[config.mk]
export PLATFORM = sky130hd
export DESIGN_NAME = dff_delay_line
export DESIGN_NICKNAME = d
export VERILOG_FILES = /design/src/rtl/dff_delay_line.sv
export SDC_FILE = /design/constraint.sdc
export NUM_CORES = 1
export LEC_CHECK = 0
export ABC_AREA = 1
export CORE_UTILIZATION = 45
export DETAILED_ROUTE_END_ITERATION = 16
export GPL_ROUTABILITY_DRIVEN = 0
export PLACE_DENSITY_LB_ADDON = 0.1
export SETUP_SLACK_MARGIN = 0.02
export SLEW_MARGIN = 5
export SYNTH_ARGS = -nofsm -noshare
export SYNTH_HDL_FRONTEND = slang
export SYNTH_SLANG_ARGS = --single-unit
[constraint.sdc]
create_clock -name CK -period 2 [get_ports CK]
set_input_delay 0.4 -clock CK [delete_from_list [all_inputs] [get_ports CK]]
set_output_delay 0.4 -clock CK [all_outputs]
set_load 0.05 [all_outputs]
[src/rtl/dff_delay_line.sv]
// Purpose : WIDTH-bit, DEPTH-stage delay line carrying a valid bit per stage, with stall, flush and a mid-chain tap.
// Latency : D/D_VALID reach Q/Q_VALID after exactly DEPTH enabled clock edges; stalled cycles do not count.
// Backpressure: EN=0 freezes every stage; there is no upstream ready, so the producer must hold or drop while stalled.
module dff_delay_line #(
    parameter int               WIDTH = 8,
    parameter int               DEPTH = 4,
    parameter logic [WIDTH-1:0] INIT  = '0,
    localparam int              SW    = (DEPTH > 1) ? $clog2(DEPTH) : 1,
    localparam int              CW    = $clog2(DEPTH + 1)
) (
    input  logic             CK,
    input  logic             RST,
    input  logic             EN,
    input  logic             CLR,
    input  logic [WIDTH-1:0] D,
    input  logic             D_VALID,
    input  logic [SW-1:0]    SEL,
    output logic [WIDTH-1:0] Q,
    output logic             Q_VALID,
    output logic [WIDTH-1:0] TAP,
    output logic             TAP_VALID,
    output logic [CW-1:0]    COUNT,
    output logic             FULL
);

    logic [WIDTH-1:0] s_q [DEPTH];
    logic [WIDTH-1:0] s_d [DEPTH];
    logic [DEPTH-1:0] v_q;
    logic [DEPTH-1:0] v_d;

    // Next state: flush beats shift; a flush cycle captures nothing from D.
    always_comb begin
        s_d = s_q;
        v_d = v_q;
        if (CLR) begin
            for (int i = 0; i < DEPTH; i++) begin
                s_d[i] = INIT;
                v_d[i] = 1'b0;
            end
        end else if (EN) begin
            s_d[0] = D;
            v_d[0] = D_VALID;
            for (int i = 1; i < DEPTH; i++) begin
                s_d[i] = s_q[i-1];
                v_d[i] = v_q[i-1];
            end
        end
    end

    // Stage registers with synchronous reset taking priority over everything.
    always_ff @(posedge CK) begin
        if (RST) begin
            for (int i = 0; i < DEPTH; i++) begin
                s_q[i] <= INIT;
            end
            v_q <= '0;
        end else begin
            for (int i = 0; i < DEPTH; i++) begin
                s_q[i] <= s_d[i];
            end
            v_q <= v_d;
        end
    end

    // Tap mux; a SEL beyond the last stage (non power-of-2 DEPTH) reads as an empty INIT stage.
    always_comb begin
        TAP       = INIT;
        TAP_VALID = 1'b0;
        for (int i = 0; i < DEPTH; i++) begin
            if (SEL == SW'(i)) begin
                TAP       = s_q[i];
                TAP_VALID = v_q[i];
            end
        end
    end

    // Occupancy: population count of the valid bits.
    always_comb begin
        COUNT = '0;
        for (int i = 0; i < DEPTH; i++) begin
            COUNT = COUNT + CW'(v_q[i]);
        end
    end

    assign Q       = s_q[DEPTH-1];
    assign Q_VALID = v_q[DEPTH-1];
    assign FULL    = (COUNT == CW'(DEPTH));

endmodule

After elaboration in Yosys (flattened, before gate mapping). Cells that the tools add are included.

Register bits: 36. Input port bits: 15. Output and inout port bits: 22.

$add $sub $neg: 3. Equal/unequal tests: 4. Mux-type cells: 8. Reductions and logical operators: 2.

Operators with widths (number): $mux W8 (4); $eq A2 B2 Y1 const B (2); $mux W1 (4); $add A2 B1 Y3 (1); $add A3 B1 Y3 (1); $eq A3 B3 Y1 const B (1); $add A1 B1 Y2 (1); $eq A2 B1 Y1 const B (1); $logic_not A2 Y1 (1); $reduce_or A2 Y1 (1).

Logic depth before layout (Yosys ltp). Gate-level depths: netlist of the first run.

Depth after elaboration: 5. Gate-level depth with buffers: 6.

Worst setup path after synthesis of the first run. OpenSTA, ideal clock, no wires.

Path kind: register -> output. Start point: register v_q[3]. End point: output port FULL. Arrival time: 3232 ps. Slack: -1632 ps. Stages on the path, launching flop included: 7. Buffers on the path: 0. Cell sequence: dfxtp_1 -> inv_1 -> fa_1 -> inv_1 -> ha_1 -> ha_1 -> nor3b_1.

Word-level cells in the longest chain between the ends: 2.

RTL lines: start, declared (RTL line 28) `logic [DEPTH-1:0] v_q;`; start signal, assigned (RTL line 61) `v_q <= v_d;`; $add A3 B1 Y3 (RTL line 81) `COUNT = COUNT + CW'(v_q[i]);`; net COUNT[1] (RTL line 22) `output logic [CW-1:0] COUNT,`; $eq A3 B3 Y1 (RTL line 87) `assign FULL = (COUNT == CW'(DEPTH));`; end, declared (RTL line 23) `output logic FULL`.

The timed path passes the listed nets, and every way through them passes these cells.

Final worst setup path of the first run.
Start point: register v_q[1]. End point: output port FULL.

Word-level cells in the longest chain between the ends: 4.

RTL lines (RTL line): $add A1 B1 Y2 (81); $add A2 B1 Y3 (81); $add A3 B1 Y3 (81); $eq A3 B3 Y1 (87).

No other way between the ends.

==> results of run 1 <==
-- layer usage --
metal / GRT usage (%) / share of wire (%) / vias up
met2: 33.1 / 49 / 40
met3: 6.51 / 4.2 / 4
met4: 5.83 / 0.71 / 0
met5: 0 / 0 / -
met1: 29.1 / 46 / 748
li1: - / - / 818
-- registers in the layout, summed over array words and instances (netlist names) --
name	flops
s_q	24
Q	8
v_q	4
-- final cells by class --
| type | instances | area share [%] |
|---|---|---|
| multi-input cells | 159 | 37.6 |
| flip-flops and latches | 36 | 30.7 |
| repair buffers | 58 | 24.0 |
| clock buffers | 8 | 3.81 |
| well taps | 48 | 2.54 |
| inverters | 8 | 1.38 |
-- worst min-delay path, cell delays in order (launching register included) --
cell and delay, ns:
sky130_fd_sc_hd__dfxtp_1 0.32, sky130_fd_sc_hd__nand2_1 0.06, sky130_fd_sc_hd__a21oi_1 0.05
-- cells by family after synthesis --
group	synth area share [%]
adder cells (fa/ha/maj)	2.53
flip-flops	40.5
buffers and inverters	11.5
AND/OR/NAND/NOR	29.0
AO/OA/AOI/OAI	16.5
-- cell usage in the layout (no fill, tap or decap), types with 2 or more instances in the layout --
cell / instances
sky130_fd_sc_hd__clkinv_1: 2
sky130_fd_sc_hd__inv_1: 2
sky130_fd_sc_hd__clkbuf_1: 2
sky130_fd_sc_hd__nand2_1: 81
sky130_fd_sc_hd__buf_12: 5
sky130_fd_sc_hd__clkbuf_8: 6
sky130_fd_sc_hd__clkdlybuf4s50_1: 20
sky130_fd_sc_hd__a21oi_1: 6
sky130_fd_sc_hd__dfxtp_1: 34
sky130_fd_sc_hd__dlygate4sd2_1: 2
sky130_fd_sc_hd__nand4_1: 9
sky130_fd_sc_hd__ha_4: 2
sky130_fd_sc_hd__inv_2: 3
sky130_fd_sc_hd__buf_4: 27
sky130_fd_sc_hd__a21oi_2: 30
sky130_fd_sc_hd__buf_6: 3
sky130_fd_sc_hd__nand3_1: 27
-- report_power, final --
part | switching [mW] | internal, mW | leakage [nW]
combinational | 0.0945 | 0.0688 | 0.493
sequential | 0.00646 | 0.723 | 0.292
clock | 0.253 | 0.281 | 0.0455
total | 0.354 | 1.07 | 0.831
-- worst max-delay path by stage --
| stage | slack (ns) | from | to |
|---|---|---|---|
| 2_1_floorplan | -0.37 | v_q[3]$_SDFFE_PP0P_ | FULL |
| 4_1_cts | -0.43 | v_q[3]$_SDFFE_PP0P_ | FULL |
| 6_report | -0.37 | v_q[1]$_SDFFE_PP0P_ | FULL |
| 3_3_place_gp | -0.10 | v_q[1]$_SDFFE_PP0P_ | FULL |
| 5_1_grt | -0.46 | v_q[1]$_SDFFE_PP0P_ | FULL |
| 3_5_place_dp | -0.14 | v_q[1]$_SDFFE_PP0P_ | FULL |
-- timing repair --
item | 4_1_cts | 5_1_grt
pin swaps | 3 | 2
buffers inserted | 0 | 0
gates resized for setup | 8 | 2
endpoints found under the setup margin | 13 | 5
==> impl_summary.log, run 1 <==
INFO  metric hold_viol_final = 0
INFO  metric cts_sinks = 36
INFO  metric detail_route.first_pass.iterations = 4
INFO  metric antennaDiodeCount = 0
INFO  metric yosys.cell_count.top_type = sky130_fd_sc_hd__nand2_1
INFO  metric cp.depth = 7
INFO  metric pwr_density_cell = 603 nW/um2
INFO  metric placementRows = 22
INFO  metric clock.fmax = 422 MHz
INFO  metric synth_ff_type = sky130_fd_sc_hd__dfxtp_1
INFO  metric finalClockSkew = 0.00371 ns
INFO  metric fp.dieArea = 4210 um2
INFO  metric antenna_left = 0
INFO  metric arrival = 1.97 ns
INFO  metric dp.cells = 309
INFO  metric timing.hold.worst_path_depth = 2
INFO  metric cp_max_fo = 2
INFO  metric synth.distinct_cells = 18
INFO  metric drive_above_1_share = 30.5%
INFO  metric clock_input_transition_at_the_sequential_cells_of_the_worst_setup_and_hold_paths = 0.07 ns
INFO  metric critPathLaunchType = flip-flop
INFO  metric worst_pin_slew = 0.497 ns
INFO  metric synthesized_net_count = 244
INFO  metric critPathKind = reg -> out
INFO  metric multiInputGateArea = 890 um2
INFO  metric wire_length_of_the_first_global_routing_pass = 6.91 mm
INFO  metric postCtsHoldBufs = 0
INFO  metric ctsLongestPathBuffers = 2
INFO  metric max_cap_viol_count = 0
INFO  metric finalWorstSetupSlack = -0.371 ns
INFO  metric register_area = 726 um2
INFO  metric detail_route.iter0.violations = 85
INFO  metric rsz0062_at_grt = yes
INFO  metric dp.final_hpwl = 2.87 mm
INFO  metric yosysSeqAreaShare = 40.5%
INFO  metric antenna_violations_before_repair = 0
INFO  metric netlist_top_cells_area = sky130_fd_sc_hd__dfxtp_1 (41%), sky130_fd_sc_hd__nand2_1 (17%), sky130_fd_sc_hd__a21oi_2 (15%)
INFO  metric final_standard_cell_count_with_taps_included_and_fillers_excluded = 317
INFO  metric placed_cell_area = 2250 um2
INFO  metric syn2layout_area_growth = 33.0%
INFO  metric violated_checks = setup timing
INFO  metric type_of_the_worst_min_delay_path = reg -> reg
INFO  metric synth-seq-cells = 36
INFO  metric critical-path-max-stage-delay = 0.54 ns
INFO  metric insertion_delay = 0.29 ns
INFO  metric ys_async_sr_fraction = 0%
INFO  metric globalRoute.totalOverflow = 0
INFO  metric core_region_area = 3720 um2
INFO  metric end_kind = primary output
INFO  metric totalNegativeSetupSlack = -0.992 ns
INFO  metric syn-mean-instance-area = 7.87 um2
INFO  metric hold_path_startpoint = s_q[16]$_SDFFE_PP0P_
INFO  metric number_of_buffer_and_inverter_stages_on_the_critical_path = 3
INFO  metric placement.io_buffers = 36
INFO  metric start_util = 47.8%
INFO  metric grt_max_degree = 37
INFO  metric cp_slowest_cell = sky130_fd_sc_hd__fa_1
INFO  metric setup_viol = 4
INFO  metric detailroute.via_count = 1610
INFO  metric leakage = 0.831 nW
INFO  metric fin_area = 2360 um2
INFO  metric synthesis.area = 1780 um2
INFO  metric first_global_vias = 1409
INFO  metric utilization = 63.6%
INFO  metric cts_root_buffer = sky130_fd_sc_hd__clkbuf_8
INFO  metric floorplan.io_pins = 37
INFO  metric synth_edf_count = 0
INFO  metric vias_per_cell = 5.08
INFO  metric n_fill_cell = 339
INFO  metric placement.setup.worst_slack = -0.138 ns
INFO  metric reg2reg_from = v_q[2]$_SDFFE_PP0P_
INFO  metric reg2regPathDepth = 2
INFO  metric synth.top_cells.by_count = sky130_fd_sc_hd__nand2_1 (81), sky130_fd_sc_hd__dfxtp_1 (36), sky130_fd_sc_hd__a21oi_2 (30)
INFO  metric critical_path.reg2reg.endpoint = v_q[3]$_SDFFE_PP0P_
INFO  metric ys.warnings.count = 0
INFO  metric htree_levels = 2
INFO  metric critical_path_required_time = 1.60 ns
INFO  metric floorplan.die.width = 64.9 um
INFO  metric grtUsageTotal = 21.6%
INFO  metric vdd.ir_drop.worst = 0.381 mV
INFO  metric critical_path.cell_chain = inv_2 > fa_1 > inv_2 > ha_4 > ha_4 > nor3b_4 > buf_12
INFO  metric wire_per_inst = 12.8 um
INFO  metric design.final.nets = 286
INFO  metric report.final.slew_viol_count = 0
INFO  metric post-route-period-util = 119%
INFO  metric cts_tree = yes
INFO  metric route.final.wire_length = 4.07 mm
INFO  metric reg2reg_setup_slack = 1.25 ns
INFO  metric postSynthCellCount = 226
INFO  metric slew_headroom = 66.7%
INFO  metric min_period = 2.37 ns
INFO  metric die_height = 64.9 um
INFO  metric total_cts_buffers = 5
INFO  metric drc = 0
INFO  metric total_power = 1.43 mW
INFO  metric fin_hold_ws = 0.482 ns
INFO  metric netlist.area_leader.share = 40.5%
INFO  metric min_delay_worst_endpoint = s_q[16]$_SDFFE_PP0P_
INFO  metric status = complete, but fails checks
INFO  metric synth_top_area_cell = sky130_fd_sc_hd__dfxtp_1
INFO  metric timing.critical_path.max_delay_family = adder cells
Note: power is estimated with default switching activity, not from simulation.
==> inputs of run 2 (changes only) <==
Settings changed: ABC_CLOCK_PERIOD_IN_PS from default to 2000, SKIP_LAST_GASP from default to 1.
==> impl_summary.log, run 2 (synthesis results as in run 1) <==
INFO  metric critPathKind = reg -> out
INFO  metric fin_hold_ws = 0.482 ns
INFO  metric pwr_density_cell = 604 nW/um2
INFO  metric arrival = 1.97 ns
INFO  metric wire_per_inst = 12.8 um
INFO  metric antenna_violations_before_repair = 0
INFO  metric post-route-period-util = 119%
INFO  metric postCtsHoldBufs = 0
INFO  metric largest_reg_flops = 24
INFO  metric regMostFlops = s_q
INFO  metric violated_checks = setup timing
INFO  metric n_fill_cell = 338
INFO  metric critical_path_required_time = 1.60 ns
INFO  metric cts_tree = yes
INFO  metric min_period = 2.37 ns
INFO  metric status = complete, but fails checks
INFO  metric antenna_left = 0
INFO  metric commonest_non_fill_non_tap_cell_in_the_layout = sky130_fd_sc_hd__nand2_1
INFO  metric design.final.nets = 286
INFO  metric vias_per_cell = 5.09
INFO  metric detail_route.first_pass.iterations = 4
INFO  metric critPathLaunchType = flip-flop
INFO  metric finalClockSkew = 0.00371 ns
INFO  metric multiInputGateArea = 890 um2
INFO  metric hold_viol_final = 0
INFO  metric max_cap_viol_count = 0
INFO  metric type_of_the_worst_min_delay_path = reg -> reg
INFO  metric cts_root_buffer = sky130_fd_sc_hd__clkbuf_8
INFO  metric end_kind = primary output
INFO  metric groute.layer.met3.usage = 6.51%
INFO  metric grt_max_degree = 37
INFO  metric leakage = 0.830 nW
INFO  metric total_power = 1.43 mW
INFO  metric first_global_vias = 1412
INFO  metric htree_levels = 2
INFO  metric clock.fmax = 422 MHz
INFO  metric slew_headroom = 66.7%
INFO  metric cts_post_setup_buffers_inserted = 0
INFO  metric core_region_area = 3720 um2
INFO  metric busiest_layer = met2
INFO  metric drc = 0
INFO  metric detailroute.via_count = 1612
INFO  metric insertion_delay = 0.29 ns
INFO  metric floorplan.io_pins = 37
INFO  metric die_height = 64.9 um
INFO  metric grt_use_met1 = 29.2%
INFO  metric floorplan.die.width = 64.9 um
INFO  metric cp_max_fo = 2
INFO  metric antennaDiodeCount = 0
INFO  metric vdd.ir_drop.worst = 0.381 mV
INFO  metric detail_route.iter0.violations = 85
INFO  metric ctsLongestPathBuffers = 2
INFO  metric dp.final_hpwl = 2.87 mm
INFO  metric cts_sinks = 36
INFO  metric drive_above_1_share = 30.5%
INFO  metric report.final.slew_viol_count = 0
INFO  metric total_cts_buffers = 5
INFO  metric placement.io_buffers = 36
INFO  metric fp.dieArea = 4210 um2
INFO  metric worst_pin_slew = 0.497 ns
INFO  metric finalWorstSetupSlack = -0.371 ns
INFO  metric setup_viol = 4
INFO  metric wire_length_of_the_first_global_routing_pass = 6.92 mm
INFO  metric rsz0062_at_grt = yes
INFO  metric grtUsageTotal = 21.6%
INFO  metric register_area = 726 um2
INFO  metric route.final.wire_length = 4.07 mm
INFO  metric start_util = 47.8%
INFO  metric clock_input_transition_at_the_sequential_cells_of_the_worst_setup_and_hold_paths = 0.07 ns
INFO  metric leading_cell_types_in_the_layout_fill_and_taps_excluded = sky130_fd_sc_hd__nand2_1 (81), sky130_fd_sc_hd__dfxtp_1 (34), sky130_fd_sc_hd__a21oi_2 (30), sky130_fd_sc_hd__buf_4 (28), sky130_fd_sc_hd__nand3_1 (27)
INFO  metric placementRows = 22
INFO  metric syn2layout_area_growth = 32.8%
INFO  metric globalRoute.totalOverflow = 0
INFO  metric use_met2 = 33.1%
-- run 2: cell counts in the layout (fill, tap and decap cells not counted) --
Identical to the previous run, type by type.
-- run 2: area by class of cell --
cell class / instances / area share [%]
Multi-Input combinational cell: 159 / 37.7
Inverter: 8 / 1.38
Timing Repair Buffer: 58 / 23.8
Clock buffer: 8 / 3.82
Tap cell: 48 / 2.54
Sequential cell: 36 / 30.7
-- run 2: worst max-delay path, cell delays in order, from the launching register on --
cell                      delay [ns]
sky130_fd_sc_hd__dfxtp_2        0.33
sky130_fd_sc_hd__inv_2          0.04
sky130_fd_sc_hd__fa_1           0.54
sky130_fd_sc_hd__inv_2          0.04
sky130_fd_sc_hd__ha_4           0.15
sky130_fd_sc_hd__ha_4           0.22
sky130_fd_sc_hd__nor3b_4        0.20
sky130_fd_sc_hd__buf_12         0.16
-- run 2: path summary, 6_finish.rpt --
| path | from | endpoint | slack (ns) | cells past startpoint |
|---|---|---|---|---|
| setup / recovery | v_q[1]$_SDFFE_PP0P_ | FULL | -0.37 | 7 |
| hold / removal | s_q[16]$_SDFFE_PP0P_ | s_q[16]$_SDFFE_PP0P_ | 0.48 | 2 |
| setup reg to reg | v_q[2]$_SDFFE_PP0P_ | v_q[3]$_SDFFE_PP0P_ | 1.25 | 2 |
| hold reg to reg | s_q[16]$_SDFFE_PP0P_ | s_q[16]$_SDFFE_PP0P_ | 0.48 | 2 |
-- run 2: per-layer routing --
metal  up-vias  wire [um]
met2        40       1990
li1        818          -
met3         4        170
met5         -          0
met4         0         29
met1       750       1890
-- run 2: through the flow --
step	setup TNS, ns	std cells	instance area [um2]	utilization (%)	worst slack (ns)
final	-1.01	317	2360	63.5	-0.371
after global routing	-1.28	317	2360	63.5	-0.458
after CTS	-1.15	317	2360	63.5	-0.426
after detailed placement	-0.532	309	2250	60.6	-0.138
after global placement	-0.556	309	2250	60.6	-0.101
after floorplan	-0.369	226	1810	-	-0.369
-- run 2: power by group --
| part | internal (mW) | leakage, nW | switching, mW |
|---|---|---|---|
| clock | 0.281 | 0.0455 | 0.253 |
| sequential | 0.723 | 0.292 | 0.00646 |
| combinational | 0.0682 | 0.492 | 0.0943 |
-- run 2: repair_timing --
action / in CTS / in global routing
gates cloned: 0 / 0
gates resized for setup: 7 / 2
endpoints found under the setup margin: 13 / 5
pin swaps: 3 / 2
==> variant 1: new RTL, settings of run 2 <==
Put a register stage on the output `COUNT`, without a reset. The value now appears one clock later. The other outputs are not delayed to match.
--- a/src/rtl/dff_delay_line.sv
+++ b/src/rtl/dff_delay_line.sv
@@ -23,4 +23,6 @@
     output logic             FULL
 );
+
+    logic [CW-1:0] COUNT_d;
 
     logic [WIDTH-1:0] s_q [DEPTH];
@@ -77,7 +79,7 @@
     // Occupancy: population count of the valid bits.
     always_comb begin
-        COUNT = '0;
+        COUNT_d = '0;
         for (int i = 0; i < DEPTH; i++) begin
-            COUNT = COUNT + CW'(v_q[i]);
+            COUNT_d = COUNT_d + CW'(v_q[i]);
         end
     end
@@ -85,5 +87,9 @@
     assign Q       = s_q[DEPTH-1];
     assign Q_VALID = v_q[DEPTH-1];
-    assign FULL    = (COUNT == CW'(DEPTH));
+    assign FULL    = (COUNT_d == CW'(DEPTH));
+
+    always_ff @(posedge CK) begin
+        COUNT <= COUNT_d;
+    end
 
 endmodule
Formal check against the unedited RTL: not equivalent (Yosys sat finds a counterexample within 4 cycles, from zero or initial values).
==> variant 1 against run 2 <==
  * The flow still finishes with violations (negative setup slack)
  * Via count shrank 2.9%
  * Worst setup slack lost 7.6 ps
  * Power grew 9.5%
  * Routed wire length shrank 8.8%
  * Synthesized cell count grew 1.3%
  * Sequential power grew 8.2%
  * Largest power group unchanged
  * Die area grew 4.9%
  * Sequential cell count grew 3
  * Cell area shrank 1.6%
  * Area after synthesis grew 5.1%
==> variant 1: results (changes against run 2) <==
- Sw Share: 0.237 (-0.0107)
- Clk_skew: 5.75 ps (+2.04 ps)
- Final WS setup: -379 ps (-7.57 ps)
- Syn_nets: 247 (+1.2%)
- Top cells by count, synth: 81 x nand2_1, 39 x dfxtp_1, 30 x a21oi_2
- Share of post-route cells with drive strength above 1: 0.270 (-0.0346)
- Vias in the first global route: 1,346 (-4.7%)
- 1st-iter DRT viols: 76 (-11%)
- HPWL Detailed: 2450 um (-14%)
- R2R Path End: COUNT[1]$_DFF_P_
- Fin Hold WS: 479 ps (-3.06 ps)
- Ys async rst share: 0 (unchanged)
- Finish-stage setup viols: 1 (-3)
- VDD IR-drop max: 0.424 mV (+11%)
- Initial antenna violation count: 0 (unchanged)
- Yosys cell types: 19 (+1)
- Max reg flops: 24 (unchanged)
- Worst hold start: s_q[24]$_SDFFE_PP0P_
- Skew-Pair Late Insertion Delay: 290 ps (about the same)
- Sequential share of power: 0.506 (-0.006)
- Clk root buf: clkbuf_8
- Relative slew slack: 0.634 (-0.0334)
- Top post-synthesis cells by area: dfxtp_1 42%, nand2_1 16%, a21oi_2 14%
- Overall routing resource usage: 0.187 (-0.0293)
- IO buf count: 36 (unchanged)
- Flop2flop setup slack: 570 ps (-680 ps)
- Final nets: 276 (-3.5%)
- Failing checks: negative setup slack
- Status: complete, but fails checks
- Via/cell ratio: 5.06 (-0.40%)
- DRT Wirelength: 3710 um (-8.8%)
- Leakage: 0.775 nW (-6.7%)
- Global-route wire length before repair: 6240 um (-9.9%)
- Seq/Total Area, Yosys: 0.418 (+0.0126)
- Worst r2r path cells: 5 (+3)
- Critical Path AT: 1980 ps
- Clock buffer depth: 2 (unchanged)
## variant 1: cell types whose count changed in the layout (fill, tap and decap cells not counted), sizes merged
cell,before,now
dlymetal6s2s,1,0
dfxtp,36,39
clkdlybuf4s50,20,24
buf,35,19
clkinv,2,3
clkbuf,8,7
## variant 1: power groups by stage
stage / clock network, mW / logic [mW] / registers (mW)
3_3_place_gp: 0 / 0.143 / 0.807
4_1_cts: 0.636 / 0.145 / 0.789
5_1_grt: 0.673 / 0.158 / 0.790
3_5_place_dp: 0 / 0.143 / 0.807
6_report: 0.626 / 0.145 / 0.789
2_1_floorplan: 0 / 0.103 / 0.809
## variant 1: logic make-up (layout without fill, tap and decap cells)
family                     Yosys count  after routing  synth area share
AOI/OAI and AO/OA                   36             36             0.157
buffers and inverters               31             61             0.125
adders and majority gates            3              3            0.0241
and+or+nand+nor                    120            120             0.276
DFF                                 39             39             0.418
## variant 1: final cells by class
cell class,instances,area (um2)
Multi-Input combinational cell,159,895
Timing Repair Buffer,45,429
Sequential cell,39,786
Inverter,8,38.8
Clock buffer,7,108
Tap cell,50,62.6
Fill cell,381,1680
Clock inverter,1,5.00
## variant 1: stage by stage
step / setup TNS [ps] / instances / instance area [um2] / setup WS, ps
4_1_cts: -420 / 309 / 2310 / -420
2_1_floorplan: -282 / 229 / 1900 / -282
3_5_place_dp: -762 / 301 / 2190 / -133
3_3_place_gp: -713 / 301 / 2190 / -125
6_report: -379 / 309 / 2320 / -379
5_1_grt: -458 / 309 / 2320 / -458
## variant 1: how the worst min path moves through the flow
stage | endpoint
after global placement | s_q[16]$_SDFFE_PP0P_
final | s_q[16]$_SDFFE_PP0P_
after floorplan | s_q[16]$_SDFFE_PP0P_
after detailed placement | s_q[16]$_SDFFE_PP0P_
after global routing | s_q[16]$_SDFFE_PP0P_
after CTS | s_q[16]$_SDFFE_PP0P_
## variant 1: timing repair
action	CTS	global route
hold endpoints to repair	0	0
pin swaps	2	1
buffers inserted	0	0
resized for setup	9	2
endpoints found under the setup margin	10	1
cloned	0	0
## variant 1: routing by layer
metal / up-vias / track usage / wire length [um]
li1: 805 / - / -
met1: 714 / 0.245 / 1890
met2: 38 / 0.286 / 1590
met3: 8 / 0.0431 / 157
met4: 0 / 0.0878 / 70
met5: - / 0 / 0
## variant 1: worst max-delay path, cell delays in order, from the launching register on
cell	delay (ps)
dfxtp_2	330
inv_2	40
fa_1	540
inv_2	40
ha_4	150
ha_4	220
nor3b_4	200
buf_12	160
==> variant 2: new RTL, flow settings as in run 2 <==
Made on the original files. Set the parameter `DEPTH` to 2 (it was 4).
--- a/src/rtl/dff_delay_line.sv
+++ b/src/rtl/dff_delay_line.sv
@@ -4,5 +4,5 @@
 module dff_delay_line #(
     parameter int               WIDTH = 8,
-    parameter int               DEPTH = 4,
+    parameter int               DEPTH = 2,
     parameter logic [WIDTH-1:0] INIT  = '0,
     localparam int              SW    = (DEPTH > 1) ? $clog2(DEPTH) : 1,
Interface: changed (resized COUNT and SEL); port bits go from 37 to 35. The function was not compared with the original's and may differ.
==> variant 2 against run 2 <==
  * Worst hold slack got worse by 5.0 ps
  * Critical path depth fell by 3
  * Sequential cell count fell by 18
  * Area after synthesis fell by 48%
  * Synthesized cell count fell by 36%
  * Final cell count fell by 38%
  * Worst setup slack improved by 450 ps
  * Sequential share of layout area fell by 3.3 points
  * Clock skew rose by 3.3 ps
  * Register-to-register slack improved by 100 ps
  * Cell area fell by 44%
  * Routed wire length fell by 58%
  * Power fell by 47%
  * Largest cell class is now buffers
==> variant 2: results (changes against run 2) <==
- Synth Instances: 144 (-36%)
- Clock buffer depth: 2 (unchanged)
- Top cells by count, synth: 45 x nand2_1, 35 x nor2_1, 18 x dfxtp_1, 18 x inv_1, 13 x buf_4
- Max FO, Critical Path: 10 (+8)
- Top post-synthesis cells by area: dfxtp_1 39%, nand2_1 18%, nor2_1 14%
- R2R Path End: Q[3]$_SDFFE_PP0P_
- IO buf count: 34 (-5.6%)
- HPWL Detailed: 1270 um (-56%)
- Fin crit period: 1920 ps (-446 ps)
- CP Launch Point: SEL
- Setup Fix Bufs, Post-CTS: 0 (unchanged)
- Post_cts resized: 0 (-7)
- CP endpoint: TAP[1]
- Placed Area: 1290 um2 (-43%)
- Share of post-route cells with drive strength above 1: 0.124 (-0.181)
- Clk pin slew, worst setup/hold paths: 90 ps (+20 ps)
- Synth Area in XOR/XNOR: 0 (unchanged)
- Pre-antenna DRT Iters: 4 (unchanged)
- Critical path's slowest cell: clkdlybuf4s50_1
- Syn_nets: 159 (-35%)
- Synth Area in Compound Gates: 0.0485 (-0.116)
- Leakage: 0.599 nW (-28%)
- Setup WS pre-CTS: 68.1 ps (+206 ps)
- Worst r2r path cells: 4 (+2)
- Largest net degree at the start of global routing: 37 (unchanged)
- Yosys cell types: 12 (-6)
- TritonCTS Buffers: 3 (-2)
- Dpl cells: 193 (-38%)
- H-tree depth: 1 (-1)
- Clk_skew: 7.00 ps (+3.29 ps)
- Via count: 845 (-48%)
- Clk root buf: clkbuf_4
- Status: finished clean
- Vias in the first global route: 670 (-53%)
- Synth Area in Adders: 0.0135 (-0.0119)
- Finished Layout Cells: 196 (-38%)
- Flop2flop setup slack: 1350 ps (+100 ps)
- Overall routing resource usage: 0.175 (-0.0412)
- Worst flop-to-flop path startpoint: s_q[11]$_SDFFE_PP0P_
- 1st-iter DRT viols: 7 (-92%)
- Slowest stage delay, CP: 430 ps (-110 ps)
- Seq/Total Area, Yosys: 0.388 (-0.0172)
- Relative slew slack: 0.668 (+0.000881)
- VDD IR-drop max: 0.332 mV (-13%)
- Critical Path AT: 1520 ps (-450 ps)
- DRT Wirelength: 1710 um (-58%)
- Global-route wire length before repair: 2760 um (-60%)
variant 2: per-layer routing:
| metal | part of all wire | GRT usage | wire (um) | vias to the layer above |
|---|---|---|---|---|
| met5 | 0 | 0 | 0 | - |
| met4 | 0.0053 | 0.0800 | 9 | 0 |
| met3 | 0.036 | 0.0377 | 61 | 2 |
| met2 | 0.49 | 0.279 | 830 | 20 |
| met1 | 0.47 | 0.225 | 806 | 361 |
| li1 | - | - | - | 462 |
variant 2: report_power, final:
| group | internal, mW | switching [mW] | leakage (nW) |
|---|---|---|---|
| clock | 0.0698 | 0.100 | 0.0138 |
| sequential | 0.372 | 0.00860 | 0.147 |
| combinational | 0.0906 | 0.118 | 0.438 |
| total | 0.533 | 0.227 | 0.599 |
variant 2: how the worst min path moves through the flow:
| stage | to | slack [ps] | from |
|---|---|---|---|
| final | s_q[12]$_SDFFE_PP0P_ | 480 | s_q[12]$_SDFFE_PP0P_ |
| after global routing | s_q[12]$_SDFFE_PP0P_ | 510 | s_q[12]$_SDFFE_PP0P_ |
| after CTS | s_q[9]$_SDFFE_PP0P_ | 480 | s_q[9]$_SDFFE_PP0P_ |
| after detailed placement | s_q[9]$_SDFFE_PP0P_ | 460 | s_q[9]$_SDFFE_PP0P_ |
| after global placement | s_q[14]$_SDFFE_PP0P_ | 460 | s_q[14]$_SDFFE_PP0P_ |
| after floorplan | s_q[10]$_SDFFE_PP0P_ | 450 | s_q[10]$_SDFFE_PP0P_ |
variant 2: final cells by class:
type	count	area (um2)
timing repair buffer	38	453
clock buffer	3	22.5
tap	27	33.8
multi-input combinational	92	375
fill	181	629
sequential	18	360
inverter	18	67.6
variant 2: worst max-delay path, delay by kind of cell:
| family | cells | cell delay [ps] |
|---|---|---|
| buf+inv | 3 | 800 |
| compound gates | 1 | 320 |
